## src/rtl/instr_sequencer.sv

```systemverilog
// ---------------------------------------------------------------------------
// instr_sequencer
//
// Walks a program stored in an external instruction memory. Each instruction
// is fetched, captured into the code register, given one decode cycle, and then
// issued. Executable opcodes launch the execution unit and wait for its
// completion, with a bounded wait. Opcode 0 is a NOP and the all-ones opcode
// is HALT.
//
// Ports
//   clk         clock, rising edge
//   reset       asynchronous, active-high reset
//   start       begin a program (sampled only while idle)
//   prog_len    instruction count, sampled together with start
//   mem_rd_en   instruction memory read strobe
//   mem_addr    instruction memory address (current program counter)
//   mem_data    memory read data, valid the cycle after mem_rd_en
//   code        registered instruction word driven to the decoder
//   exec_start  one-cycle launch pulse to the execution unit
//   exec_done   execution unit completion
//   busy        high whenever not idle
//   done        one-cycle pulse at program end
//   error       sticky timeout flag, cleared by reset or the next start
// ---------------------------------------------------------------------------
module instr_sequencer #(
  parameter int unsigned OP_SIZE      = 4,
  parameter int unsigned PARAM_A_SIZE = 4,
  parameter int unsigned PARAM_B_SIZE = 4,
  parameter int unsigned ADDR_SIZE    = 8,
  parameter int unsigned TIMEOUT      = 255   // must be at least 1
) (
  input  logic                                         clk,
  input  logic                                         reset,
  input  logic                                         start,
  input  logic [ADDR_SIZE-1:0]                         prog_len,
  output logic                                         mem_rd_en,
  output logic [ADDR_SIZE-1:0]                         mem_addr,
  input  logic [OP_SIZE+PARAM_A_SIZE+PARAM_B_SIZE-1:0] mem_data,
  output logic [OP_SIZE+PARAM_A_SIZE+PARAM_B_SIZE-1:0] code,
  output logic                                         exec_start,
  input  logic                                         exec_done,
  output logic                                         busy,
  output logic                                         done,
  output logic                                         error
);

  localparam int unsigned CW    = OP_SIZE + PARAM_A_SIZE + PARAM_B_SIZE;
  localparam int unsigned CNT_W = (TIMEOUT < 2) ? 1 : $clog2(TIMEOUT);
  // The counter holds the number of wait cycles already elapsed, so the
  // TIMEOUT-th wait cycle is the one where it reads TIMEOUT-1.
  localparam logic [CNT_W-1:0] CNT_LAST = CNT_W'(TIMEOUT - 1);

  typedef enum logic [2:0] {
    IDLE,
    FETCH,
    CAPTURE,
    DECODE,
    ISSUE,
    WAIT_EXEC,
    FINISH
  } state_e;

  state_e                state_q, state_d;
  logic [ADDR_SIZE-1:0]  pc_q,    pc_d;
  logic [ADDR_SIZE-1:0]  len_q,   len_d;
  logic [CW-1:0]         code_q,  code_d;
  logic [CNT_W-1:0]      cnt_q,   cnt_d;
  logic                  error_q, error_d;

  logic [OP_SIZE-1:0]    opcode;
  logic                  is_halt;
  logic                  is_nop;
  logic [ADDR_SIZE-1:0]  last_pc;
  logic                  adv;

  assign opcode  = code_q[CW-1 -: OP_SIZE];
  assign is_halt = &opcode;
  assign is_nop  = (opcode == '0);
  // len_q is never zero while an instruction is in flight.
  assign last_pc = len_q - 1'b1;

  // State register
  always_ff @(posedge clk or posedge reset) begin
    if (reset) begin
      state_q <= IDLE;
      pc_q    <= '0;
      len_q   <= '0;
      code_q  <= '0;
      cnt_q   <= '0;
      error_q <= 1'b0;
    end else begin
      state_q <= state_d;
      pc_q    <= pc_d;
      len_q   <= len_d;
      code_q  <= code_d;
      cnt_q   <= cnt_d;
      error_q <= error_d;
    end
  end

  // Next-state logic
  always_comb begin
    state_d = state_q;
    pc_d    = pc_q;
    len_d   = len_q;
    code_d  = code_q;
    cnt_d   = cnt_q;
    error_d = error_q;
    adv     = 1'b0;

    unique case (state_q)
      IDLE: begin
        if (start) begin
          error_d = 1'b0;
          if (prog_len == '0) begin
            state_d = FINISH;
          end else begin
            state_d = FETCH;
            pc_d    = '0;
            len_d   = prog_len;
          end
        end
      end
      FETCH:   state_d = CAPTURE;
      CAPTURE: begin
        code_d  = mem_data;
        state_d = DECODE;
      end
      DECODE:  state_d = ISSUE;
      ISSUE: begin
        if (is_halt) begin
          state_d = FINISH;
        end else if (is_nop) begin
          adv = 1'b1;
        end else begin
          cnt_d   = '0;
          state_d = WAIT_EXEC;
        end
      end
      WAIT_EXEC: begin
        // Completion wins over timeout when both land on the last wait cycle.
        if (exec_done) begin
          adv = 1'b1;
        end else if (cnt_q == CNT_LAST) begin
          error_d = 1'b1;
          state_d = FINISH;
        end else begin
          cnt_d = cnt_q + 1'b1;
        end
      end
      FINISH:  state_d = IDLE;
      default: state_d = IDLE;
    endcase

    if (adv) begin
      if (pc_q == last_pc) begin
        state_d = FINISH;
      end else begin
        pc_d    = pc_q + 1'b1;
        state_d = FETCH;
      end
    end
  end

  // Output logic
  always_comb begin
    mem_rd_en  = (state_q == FETCH);
    exec_start = (state_q == ISSUE) && !is_halt && !is_nop;
    busy       = (state_q != IDLE);
    done       = (state_q == FINISH);
  end

  assign mem_addr = pc_q;
  assign code     = code_q;
  assign error    = error_q;

endmodule

```

## config.mk

```make
export PLATFORM = sky130hd
export DESIGN_NAME = instr_sequencer
export DESIGN_NICKNAME = d
export VERILOG_FILES = /design/src/rtl/instr_sequencer.sv
export SDC_FILE = /design/constraint.sdc
export NUM_CORES = 1
export LEC_CHECK = 0
export CAP_MARGIN = 40
export CORE_AREA = 10 10 75 77
export DETAILED_ROUTE_END_ITERATION = 6
export DIE_AREA = 0 0 85 87
export DONT_BUFFER_PORTS = 1
export PLACE_DENSITY_LB_ADDON = 0.12
export SLEW_MARGIN = 20
export SYNTH_ARGS = -nofsm -noshare
export SYNTH_HDL_FRONTEND = slang
export SYNTH_SLANG_ARGS = --single-unit
```

## constraint.sdc

```tcl
create_clock -name clk -period 2.5 [get_ports clk]
set_clock_uncertainty 0.1 [all_clocks]
set_input_delay 0.25 -clock clk [delete_from_list [all_inputs] [get_ports clk]]
set_output_delay 0.25 -clock clk [all_outputs]
set_load 0.05 [all_outputs]
```

==> summary.json, run 1 <==
{
  "outcome": {
    "run_status": "finished, final reports clean"
  },
  "placed_design": {
    "place_hpwl_mm": 4.10,
    "finalWeightedCongestion": 0.874,
    "place.port_buffers": 0
  },
  "routing": {
    "ant_nets": 0,
    "post-route-drc-count": 0,
    "drt_iter0_drc": 123,
    "totalWireLength_mm": 5.49,
    "first_pass_iters": 4,
    "post_drt_via_cell_ratio": 5.63,
    "avgRoutedWirePerCell_microns": 17.4,
    "vias": 1779
  },
  "global_route": {
    "maximum_number_of_pins_on_one_net_before_global_route_repair": 41,
    "wire_length_of_the_first_global_routing_pass_mm": 9.16,
    "grt_pass1_vias": 1875,
    "antenna_found_initial": 0,
    "globalRoute.totalOverflow": 0,
    "globalRouteMet1Util": 0.161,
    "met3_usage": 0.0581,
    "grt_use_met2": 0.264,
    "busiest_layer": "met2",
    "track_usage": 0.149
  },
  "cts": {
    "worst_setup_hold_path_clk_slew_ns": 0.08,
    "cts_num_sinks": 40,
    "clock_tree.root_cell": "sky130_fd_sc_hd__clkbuf_8",
    "cts-buffers-inserted": 5,
    "clockBufferDepth": 2,
    "clock_latency_ns": 0.30,
    "cts_tree": "done",
    "htree_levels": 2
  },
  "timing": {
    "worst_slew_margin_rel": 0.640,
    "rsz0062_at_grt": "no",
    "finalCriticalPeriod_ns": 2.30,
    "tns_ns": 0,
    "max_freq_mhz": 434,
    "finalHoldViolCount": 0,
    "hold-worst-slack_ns": 0.0193,
    "final_min_period_over_clock_period": 0.921,
    "setup_violations": 0,
    "count_of_final_max_slew_check_failures": 0,
    "max_slew.worst_pin.slew_ns": 0.538
  },
  "floorplan": {
    "die_area_sq_um": 7400,
    "initial_cell_density_of_the_core": 0.520,
    "placeableCoreArea_sq_um": 4230,
    "io_pins": 49,
    "num_rows": 24,
    "die_w_microns": 85,
    "fp.dieH_microns": 87
  },
  "logic_synthesis": {
    "synth_sequential_area_ratio": 0.455,
    "synthArstFlopShare": 1.00,
    "synth.top_cells.by_area": "sky130_fd_sc_hd__dfrtp_1 (46%), sky130_fd_sc_hd__nand2_1 (6.8%), sky130_fd_sc_hd__mux2_2 (6.7%)",
    "yosysUniqueCellTypes": 50,
    "ys_ff_latch": 40,
    "cell_area_after_synthesis_sq_um": 2200,
    "dominantRegCellSynth": "sky130_fd_sc_hd__dfrtp_1",
    "biggest_area_consumer_among_synthesized_cells": "sky130_fd_sc_hd__dfrtp_1",
    "syn-instance-count": 226,
    "total_nets_after_synthesis": 254,
    "synth.top_cell.area_share": 0.455,
    "synth_area_per_cell_sq_um": 9.73,
    "post_synth_edffs": 0,
    "yosysWarnings": 0
  },
  "finish": {
    "num-fill-cells": 339,
    "layout_cells_sized_above_1": 0.208,
    "multi_input_area_sq_um": 1150,
    "n_antenna_cell": 0,
    "num-nets-final": 291,
    "area_growth_syn_to_layout_pct": 22.6,
    "layout.core_utilization": 0.637,
    "mostFrequentLayoutCells": "sky130_fd_sc_hd__nand2_1 (40), sky130_fd_sc_hd__dfrtp_1 (40), sky130_fd_sc_hd__buf_4 (20)",
    "reg_area_sq_um": 1000
  },
  "critical_path": {
    "highest_delay_cell_along_the_critical_path": "sky130_fd_sc_hd__dfrtp_1",
    "r2r_slack_ns": 0.28,
    "required_ns": 2.15,
    "critical_path.cell_chain": "inv_1 > ha_1 > and3_1 > a211oi_1 > o21ai_2 > nor2_1 > buf_4",
    "worst-setup-path-type": "flop to output pin",
    "crit-reg2reg-launch": "len_q[0]$_DFFE_PP0P_",
    "worstPathMaxFanout": 11,
    "crit_arrival_ns": 1.95,
    "timing.reg2reg.worst_path_depth": 8,
    "start_kind": "flop",
    "rr_endpoint": "mem_addr[1]$_DFF_PP0_",
    "end_kind": "output pin",
    "worst_path_largest_cell_delay_ns": 0.37
  },
  "worst_hold_path": {
    "hold-path-endpoint": "code[7]$_DFFE_PP0P_",
    "hold_start": "mem_data[7]",
    "holdPathStages": 1,
    "hp-class": "primary input to flop"
  },
  "power": {
    "p_leak_uw": 0.00123,
    "cellPowerDensity_nw_per_um2": 1220,
    "max-vdd-ir-drop_v": 0.000839
  },
  "flow_run": {
    "drv.max_cap_violation_count": 0
  }
}
-- registers in the layout, indices dropped and copies added (netlist names) --
signal    cells
error         1
state_q       3
cnt_q         8
code         12
mem_addr      8
len_q         8
-- per-stage QoR --
stage / total power, uW / std cells / cell area (sq um) / worst slack, ns
after floorplan: 2380 / 226 / 2200 / 0.208
after global placement: 2660 / 289 / 2390 / 0.411
after detailed placement: 2720 / 289 / 2390 / 0.310
after CTS: 3300 / 314 / 2670 / 0.0917
after global routing: 3490 / 316 / 2700 / 0.0311
final: 3280 / 316 / 2700 / 0.197
-- Yosys cell counts (2+ instances only) --
library cell / count
sky130_fd_sc_hd__nor2b_1: 2
sky130_fd_sc_hd__and3_1: 7
sky130_fd_sc_hd__nand2_2: 2
sky130_fd_sc_hd__nor2_1: 11
sky130_fd_sc_hd__o21ai_1: 6
sky130_fd_sc_hd__a31oi_1: 2
sky130_fd_sc_hd__xnor2_1: 7
sky130_fd_sc_hd__dfrtp_1: 40
sky130_fd_sc_hd__ha_1: 4
sky130_fd_sc_hd__a21oi_1: 7
sky130_fd_sc_hd__clkbuf_1: 6
sky130_fd_sc_hd__nand4_1: 5
sky130_fd_sc_hd__o22ai_1: 2
sky130_fd_sc_hd__mux2i_1: 6
sky130_fd_sc_hd__nand3b_1: 2
sky130_fd_sc_hd__nand3_1: 6
sky130_fd_sc_hd__and4_1: 4
sky130_fd_sc_hd__nor4_1: 2
sky130_fd_sc_hd__nor3b_1: 2
sky130_fd_sc_hd__xor2_1: 2
sky130_fd_sc_hd__o21ai_0: 10
sky130_fd_sc_hd__a211oi_1: 4
sky130_fd_sc_hd__inv_1: 6
sky130_fd_sc_hd__mux2_2: 13
sky130_fd_sc_hd__nor3_1: 4
sky130_fd_sc_hd__nand2_1: 40
-- cells by family (layout without fill, tap and decap cells) --
kind of cell	count (synthesis)	in the layout	share of synthesized area
AND/OR/NAND/NOR	94	94	0.224
AO/OA/AOI/OAI	44	44	0.141
flip-flops	40	40	0.455
multiplexers	19	19	0.0939
buffers and inverters	16	54	0.0284
XOR/XNOR	9	9	0.0358
adder cells (fa/ha/maj)	4	4	0.0228
-- repair_timing --
item	CTS	global route
hold buffers	17	2
buffers inserted	0	0
endpoints found under the setup margin	0	1
resized for setup	0	1
hold endpoints to repair	56	2
-- routing by layer --
metal | routed length (microns) | vias up
met5 | 0 | -
met2 | 2810 | 49
li1 | - | 883
met1 | 2240 | 840
met4 | 53 | 0
met3 | 387 | 7
-- area by class of cell --
cell class / instances / area share
clock inverters: 3 / 0.0172
repair buffers: 39 / 0.126
multi-input cells: 170 / 0.426
clock buffers: 5 / 0.0255
well taps: 52 / 0.0241
inverters: 7 / 0.00974
flip-flops and latches: 40 / 0.371
-- worst max-delay path, delay by kind of cell (launching register included) --
kind            cells  cell delay [ns]
simple gates        2             0.34
buf+inv             2             0.29
compound gates      2             0.48
flops               1             0.37
fa+ha+maj           1             0.19
-- where the power goes --
part	internal, uW	total (uW)	switching [uW]
combinational	567	1390	821
sequential	853	1360	503
clock	301	534	234
total	1720	3280	1560
-- how the worst max path moves through the flow --
stage / startpoint / end / slack [ns] / cells after the start
after CTS: cnt_q[0]$_DFFE_PP0P_ / exec_start / 0.09 / 7
after global routing: cnt_q[0]$_DFFE_PP0P_ / exec_start / 0.03 / 7
after detailed placement: len_q[0]$_DFFE_PP0P_ / mem_addr[1]$_DFF_PP0_ / 0.31 / 8
final: cnt_q[0]$_DFFE_PP0P_ / exec_start / 0.20 / 7
after floorplan: code[11]$_DFFE_PP0P_ / exec_start / 0.21 / 5
after global placement: len_q[0]$_DFFE_PP0P_ / mem_addr[1]$_DFF_PP0_ / 0.41 / 8
No activity file was read; power rests on OpenSTA's default activity.
==> inputs of run 2 (changes only) <==
--- a/config.mk
+++ b/config.mk
@@ -11,7 +11,7 @@
 export DIE_AREA = 0 0 85 87
 export DONT_BUFFER_PORTS = 1
 export PLACE_DENSITY_LB_ADDON = 0.12
-export SLEW_MARGIN = 20
+export SLEW_MARGIN = 25
 export SYNTH_ARGS = -nofsm -noshare
 export SYNTH_HDL_FRONTEND = slang
 export SYNTH_SLANG_ARGS = --single-unit
==> results of run 2 <==
The final DEF is identical to that of run 1; final timing and power are the same.
